File: src/rtl/frame_bank_pkg.sv
// Shared constants for the frame bank arbiter: one-hot FSM encodings and the
// frame bank address map.
package frame_bank_pkg;

   localparam logic [3:0] ST_WAIT    = 4'b0001;
   localparam logic [3:0] ST_CAPTURE = 4'b0010;
   localparam logic [3:0] ST_SKIP    = 4'b0100;
   localparam logic [3:0] ST_COMMIT  = 4'b1000;

   localparam logic [15:0] BANK0_BASE  = 16'h0000;
   localparam logic [15:0] BANK1_BASE  = 16'h8000;
   localparam logic [15:0] FIELD_WORDS = 16'h5460;

endpackage

File: src/rtl/frame_bank_arbiter_sync_edge.sv
// Multi-flop synchronizer for an asynchronous level, with one-cycle rise and
// fall pulses derived from the synchronized level.
module sync_edge #(
   parameter int SYNC_STAGES = 2
) (
   input  logic clk_llc2,
   input  logic resetx,
   input  logic din,
   output logic level,
   output logic rise,
   output logic fall
);

   logic [SYNC_STAGES-1:0] sync_q, sync_d;
   logic                   prev_q, prev_d;

   always_comb begin
      sync_d = {sync_q[SYNC_STAGES-2:0], din};
      prev_d = sync_q[SYNC_STAGES-1];
   end

   always_ff @(posedge clk_llc2 or negedge resetx) begin
      if (!resetx) begin
         sync_q <= '0;
         prev_q <= 1'b0;
      end else begin
         sync_q <= sync_d;
         prev_q <= prev_d;
      end
   end

   assign level = sync_q[SYNC_STAGES-1];
   assign rise  = level & ~prev_q;
   assign fall  = ~level & prev_q;

endmodule

File: src/rtl/frame_bank_arbiter.sv
// Double-buffered odd-field capture with a CPU lock/ack handshake on the ready bank.
// Define FRAME_BANK_WATCHDOG_EN to build the video_lost watchdog and capture abort.
//
// state   | meaning
// WAIT    | idle between fields, waiting for an odd-field start
// CAPTURE | writing the field into wr_bank, wr_gate high
// SKIP    | target bank is locked by the CPU, field discarded
// COMMIT  | one cycle: publish wr_bank as the ready bank, start frame_irq
module frame_bank_arbiter
   import frame_bank_pkg::*;
#(
   parameter int IRQ_LEN     = 4,
   parameter int SYNC_STAGES = 2,
   parameter int DROP_W      = 8,
   parameter int TIMEOUT_CYC = 600000
) (
   input  logic              clk_llc2,
   input  logic              resetx,
   input  logic              odd,
   input  logic              vref,
   input  logic              cpu_lock_req,
   output logic              cpu_lock_ack,
   output logic              cpu_bank,
   output logic              wr_bank,
   output logic              wr_gate,
   output logic              ready_valid,
   output logic              frame_irq,
   output logic [7:0]        frame_cnt,
   output logic [DROP_W-1:0] drop_cnt,
   output logic              video_lost
);

   localparam logic [19:0] TIMEOUT_LIM = 20'(TIMEOUT_CYC);

   logic              oddframe;
   logic              odd_level, odd_rise, odd_fall;
   logic              req_level, req_rise, req_fall;
   logic [3:0]        state_q, state_d;
   logic              wr_bank_q, wr_bank_d, wr_gate_q, wr_gate_d;
   logic              ready_bank_q, ready_bank_d, ready_valid_q, ready_valid_d;
   logic [7:0]        frame_cnt_q, frame_cnt_d;
   logic [DROP_W-1:0] drop_cnt_q, drop_cnt_d;
   logic [3:0]        irq_cnt_q, irq_cnt_d;
   logic              ack_q, ack_d, cpu_bank_q, cpu_bank_d;
   logic              grant, release_lock, lock_held, cpu_bank_eff, target, skip, abort;
   logic              unused_ok;

   assign oddframe = odd & vref;

   sync_edge #(.SYNC_STAGES(SYNC_STAGES)) u_sync_odd (
      .clk_llc2(clk_llc2), .resetx(resetx), .din(oddframe),
      .level(odd_level), .rise(odd_rise), .fall(odd_fall)
   );

   sync_edge #(.SYNC_STAGES(SYNC_STAGES)) u_sync_req (
      .clk_llc2(clk_llc2), .resetx(resetx), .din(cpu_lock_req),
      .level(req_level), .rise(req_rise), .fall(req_fall)
   );

   // Grant is held off during COMMIT so the CPU gets the bank just committed.
   assign grant        = req_level & ~ack_q & ready_valid_q & (state_q != ST_COMMIT);
   assign release_lock = ~req_level & ack_q;
   assign lock_held    = (ack_q & req_level) | grant;
   assign cpu_bank_eff = grant ? ready_bank_q : cpu_bank_q;
   assign target       = ~ready_bank_q;
   assign skip         = lock_held & (target == cpu_bank_eff);

`ifdef FRAME_BANK_WATCHDOG_EN
   logic [19:0] wd_cnt_q, wd_cnt_d;
   logic        video_lost_q, video_lost_d;

   always_comb begin
      wd_cnt_d     = wd_cnt_q;
      video_lost_d = video_lost_q;
      if (odd_rise) begin
         wd_cnt_d     = '0;
         video_lost_d = 1'b0;
      end else begin
         if (wd_cnt_q != '1) wd_cnt_d = wd_cnt_q + 20'd1;
         if (wd_cnt_q >= TIMEOUT_LIM - 20'd1) video_lost_d = 1'b1;
      end
   end

   always_ff @(posedge clk_llc2 or negedge resetx) begin
      if (!resetx) begin
         wd_cnt_q     <= '0;
         video_lost_q <= 1'b0;
      end else begin
         wd_cnt_q     <= wd_cnt_d;
         video_lost_q <= video_lost_d;
      end
   end

   assign video_lost = video_lost_q;
   assign abort      = video_lost_q & (state_q == ST_CAPTURE);
`else
   assign video_lost = 1'b0;
   assign abort      = 1'b0;
`endif

   always_ff @(posedge clk_llc2 or negedge resetx) begin
      if (!resetx) begin
         state_q       <= ST_WAIT;
         wr_bank_q     <= 1'b0;
         wr_gate_q     <= 1'b0;
         ready_bank_q  <= 1'b1;
         ready_valid_q <= 1'b0;
         frame_cnt_q   <= '0;
         drop_cnt_q    <= '0;
         irq_cnt_q     <= '0;
         ack_q         <= 1'b0;
         cpu_bank_q    <= 1'b0;
      end else begin
         state_q       <= state_d;
         wr_bank_q     <= wr_bank_d;
         wr_gate_q     <= wr_gate_d;
         ready_bank_q  <= ready_bank_d;
         ready_valid_q <= ready_valid_d;
         frame_cnt_q   <= frame_cnt_d;
         drop_cnt_q    <= drop_cnt_d;
         irq_cnt_q     <= irq_cnt_d;
         ack_q         <= ack_d;
         cpu_bank_q    <= cpu_bank_d;
      end
   end

   always_comb begin
      state_d = state_q;
      case (state_q)
         ST_WAIT:    if (odd_rise) state_d = skip ? ST_SKIP : ST_CAPTURE;
         ST_CAPTURE: if (abort) state_d = ST_WAIT; else if (odd_fall) state_d = ST_COMMIT;
         ST_SKIP:    if (odd_fall) state_d = ST_WAIT;
         ST_COMMIT:  state_d = ST_WAIT;
         default:    state_d = ST_WAIT;
      endcase
   end

   always_comb begin
      wr_bank_d     = wr_bank_q;
      wr_gate_d     = wr_gate_q;
      ready_bank_d  = ready_bank_q;
      ready_valid_d = ready_valid_q;
      frame_cnt_d   = frame_cnt_q;
      drop_cnt_d    = drop_cnt_q;
      irq_cnt_d     = irq_cnt_q;
      ack_d         = ack_q;
      cpu_bank_d    = cpu_bank_q;

      if (irq_cnt_q != 4'd0) irq_cnt_d = irq_cnt_q - 4'd1;

      if (grant) begin
         ack_d      = 1'b1;
         cpu_bank_d = ready_bank_q;
      end else if (release_lock) begin
         ack_d = 1'b0;
      end

      case (state_q)
         ST_WAIT: begin
            if (odd_rise) begin
               if (skip) begin
                  if (drop_cnt_q != '1) drop_cnt_d = drop_cnt_q + DROP_W'(1);
               end else begin
                  wr_bank_d = target;
                  wr_gate_d = 1'b1;
               end
            end
         end
         ST_CAPTURE: if (abort || odd_fall) wr_gate_d = 1'b0;
         ST_COMMIT: begin
            ready_bank_d  = wr_bank_q;
            ready_valid_d = 1'b1;
            frame_cnt_d   = frame_cnt_q + 8'd1;
            irq_cnt_d     = 4'(IRQ_LEN);
         end
         default: ;
      endcase
   end

   // Address map constants feed the write-address generator; lock-request edges are not used here.
   assign unused_ok = ^{BANK0_BASE, BANK1_BASE, FIELD_WORDS, TIMEOUT_LIM, req_rise, req_fall, odd_level};

   assign cpu_lock_ack = ack_q;
   assign cpu_bank     = cpu_bank_q;
   assign wr_bank      = wr_bank_q;
   assign wr_gate      = wr_gate_q;
   assign ready_valid  = ready_valid_q;
   assign frame_irq    = (irq_cnt_q != 4'd0);
   assign frame_cnt    = frame_cnt_q;
   assign drop_cnt     = drop_cnt_q;

endmodule

File: config.mk
export PLATFORM = sky130hd
export DESIGN_NAME = frame_bank_arbiter
export DESIGN_NICKNAME = d
export VERILOG_FILES = /design/src/rtl/frame_bank_pkg.sv /design/src/rtl/frame_bank_arbiter_sync_edge.sv /design/src/rtl/frame_bank_arbiter.sv
export SDC_FILE = /design/constraint.sdc
export NUM_CORES = 1
export LEC_CHECK = 0
export CORE_MARGIN = 8
export CORE_UTILIZATION = 46
export CTS_CLUSTER_SIZE = 25
export DETAILED_ROUTE_END_ITERATION = 8
export GPL_ROUTABILITY_DRIVEN = 1
export GPL_TIMING_DRIVEN = 0
export PLACE_DENSITY_LB_ADDON = 0.15
export SETUP_SLACK_MARGIN = 0.4
export SYNTH_ARGS = -nofsm -noshare
export SYNTH_HDL_FRONTEND = slang
export SYNTH_SLANG_ARGS = --single-unit
File: constraint.sdc
create_clock -name clk_llc2 -period 1.65 [get_ports clk_llc2]
set_clock_uncertainty 0.05 [all_clocks]
set_input_delay 0.165 -clock clk_llc2 [delete_from_list [all_inputs] [get_ports clk_llc2]]
set_output_delay 0.165 -clock clk_llc2 [all_outputs]
set_load 0.02 [all_outputs]
==> key figures <==
Synthesis
  – Cell accounting for the most synthesized area: dfrtp_1
  – Synthesized area: between 1500 and 2000 um2
  – Number of distinct library cells after synthesis: 37
  – Top cells by area, synth: dfrtp_1 52%, xor2_1 5.5%, xnor2_1 3.8%
  – Gate Count Post-Synth: roughly 130
  – Post-Syn Nets: ~140
  – Post-Syn Area per Cell: 12.1 um2
  – Async SR Flop Fraction: 1.00
  – Count of flip-flops with a built-in enable after synthesis: 0
  – Synth top area share: 0.518
  – Syn. warnings: 0
  – Seq/Total Area, Yosys: 0.551
  – Most numerous cell in the Yosys netlist: dfrtp_1
  – Synth Flop Type: dfrtp_1
  – Post-synth top cells: 33 x dfrtp_1, 10 x xor2_1, 8 x inv_1
  – Yosys reg bits: 35

Power and ir drop
  – Switching Fraction: 0.343
  – Total Power: approximately 2.9 mW
  – Gate power share: 0.407
  – Leakage: between 1 and 1.5 nW
  – Clock group share of total power: 0.180
  – Int Power: between 1.5 and 2 mW
  – Switching Power: between 1 and 1.5 mW
  – Max VDD drop: around 0.55 mV
  – Seq pwr share: 0.413
  – Pwr dens: 1230 nW/um2

Die
  – Die ar.: around 5600 um2
  – I/O Pins: 28
  – Die W: 74.9 um
  – Starting Density: 0.478
  – CORE AREA: approximately 3300 um2
  – Die Ht: ~75 um
  – Row cnt: 21

Setup path
  – FF-to-FF Start: state_q[0]$_DFFE_PN1P_
  – Crit. End Element: flop
  – WS Path Type: reg -> reg
  – Startpoint Class: flop
  – Crit path max fanout: 7
  – R2R Setup Slk: -0.13 ns
  – Critical path data required time: 1.82 ns
  – CP Launch Point: state_q[0]$_DFFE_PN1P_
  – Worst Path Arrival: just under 2 ns

Timing
  – Min cycle time layout: approximately 1.8 ns
  – Slew @ Worst Pin: about 0.76 ns
  – Final Hold Fails: 0
  – Hold WS: 0.219 ns
  – Max-slew violations: 0
  – RSZ-0062 raised after global routing: true
  – Max Freq: between 500 and 600 MHz
  – Final worst-path cycle share: 1.08
  – Final setup margin: -0.135 ns
  – Slew HR: 0.492
  – Setup violators final: 15

Finish
  – Post-layout util: 0.714
  – Fill count: ~250
  – Layout cell share with drive strength beyond 1: 0.472
  – # diodes: 0
  – Seq. cell area: 880 um2
  – Final nets: just over 200
  – Layout area overhead: 49.3%
  – Final instance area: 2380 um2
  – Area occupied by multi-input gates: roughly 820 um2

Flow run
  – Max-Cap Viols: 0

Clocking
  – Number of buffers created by CTS: 5
  – CTS root buf: clkbuf_4
  – H-tree level count: 2
  – Reg clk slew, reported paths: between 0.1 and 0.15 ns
  – CTS tree: built
  – CTS max path bufs: 2
  – Total clock sinks: 35
  – Clk_lat worst skew: 0.34 ns

Drt
  – Final WL: 3.75 mm
  – Via density: a little over 5
  – Total number of vias: ~1200
  – ANT nets after route: 0
  – Drt pass-1 iters: 4
  – DRC Markers: 0
  – Routed WL per cell: 15.3 um
  – Initial DRC count: between 40 and 50

Place
  – Placed instance area: between 1500 and 2000 um2
  – I/O Buffers: 26
  – Final RePlAce weighted congestion: about 0.78
  – DPL Wire Length: about 2.2 mm

Worst hold path
  – Hold path start: cpu_lock_req
  – Worst Hold Class: in -> reg

Global route
  – Vias in the first global route: roughly 1200
  – All-Layer GR Usage: 0.141
  – Initial antenna violation count: 0
  – Congestion Overflow GR: 0
  – Largest net degree at the start of global routing: 36
  – First-pass GRT wire length: ~6.0 mm

Outcome
  – Run status: finished with violations
  – Failing checks: setup timing
-- worst paths after layout --
kind / to / depth (start not counted)
max: drop_cnt[1]$_DFFE_PN0P_ / 4
min: u_sync_req.sync_q[0]$_DFF_PN0_ / 1
max reg2reg: drop_cnt[1]$_DFFE_PN0P_ / 4
min reg2reg: u_sync_odd.sync_q[1]$_DFF_PN0_ / 0
max in group asynchronous: drop_cnt[2]$_DFFE_PN0P_ / 2
min in group asynchronous: state_q[3]$_DFFE_PN0P_ / 2
-- layout by cell type, fill, tap and decap left out, types with 3 or more instances in the layout --
master           instances
clkdlybuf4s50_1          3
xor2_1                   9
buf_4                   25
nand3_1                  5
nor3_1                   3
nand4_1                  4
inv_1                    6
xnor2_1                  7
mux2_2                   3
nand2_1                  5
buf_6                   17
dfrtp_1                 32
o21ai_0                  3
nor2_1                   5
clkbuf_4                 6
nor4b_4                  3
buf_2                    8
clkdlybuf4s15_2          5
ha_1                     3
-- per-layer routing --
| metal | up-vias | share of wire | global-route usage |
|---|---|---|---|
| li1 | 591 | - | - |
| met1 | 607 | 0.41 | 0.152 |
| met2 | 30 | 0.52 | 0.245 |
| met3 | 8 | 0.058 | 0.0546 |
| met4 | 0 | 0.019 | 0.0478 |
| met5 | - | 0 | 0 |
-- registers in the layout (all words and copies together), names as in the netlist, 2 cells and up --
signal / count
state_q: 4
u_sync_odd.sync_q: 2
irq_cnt_q: 4
u_sync_req.sync_q: 2
frame_cnt: 8
drop_cnt: 8
-- power by group through the flow --
stage,combinational (mW),clock [mW],sequential (mW)
after floorplan,0.457,0,1.26
after global placement,0.740,0,1.21
after detailed placement,0.776,0,1.22
after CTS,1.03,0.535,1.21
after global routing,1.29,0.579,1.24
final,1.19,0.525,1.21
-- kinds of logic after synthesis --
| logic type | after synthesis | share of synthesized area |
|---|---|---|
| other | 1 | 0.00235 |
| buffers and inverters | 10 | 0.0259 |
| and+or+nand+nor | 48 | 0.213 |
| adders and majority gates | 4 | 0.0314 |
| AOI/OAI and AO/OA | 12 | 0.0494 |
| DFF | 35 | 0.551 |
| muxes | 5 | 0.0345 |
| xor gates and xnor gates | 17 | 0.0933 |
-- critical path: stages, from the launching register on --
cell      delay, ns
dfstp_2        0.58
nor4b_4        0.31
nand4b_4       0.25
nor2_4         0.17
mux2_4         0.30
-- repair_timing --
item,in CTS,in global routing
resized for setup,108,23
cloned,0,0
buffers inserted,18,14
hold endpoints to repair,33,0
hold buffers,1,0
endpoints found under the setup margin,52,48
pin swaps,10,12
-- cell type report --
cell class                 instances  area share
tap                               46      0.0242
clock buffer                       8      0.0289
sequential                        35       0.369
inverter                           8      0.0126
timing repair buffer              59       0.215
buffer                             2     0.00631
multi-input combinational         87       0.343
-- per-stage QoR --
stage / TNS, ns / worst slack, ns / std cells
finish: -0.934 / -0.135 / 245
global route: -2.21 / -0.208 / 245
CTS: -1.19 / -0.167 / 231
detailed placement: -1.86 / -0.296 / 204
global placement: -12.76 / -0.341 / 204
floorplan: -0.282 / -0.106 / 132
Note: power is estimated with default switching activity, not from simulation.
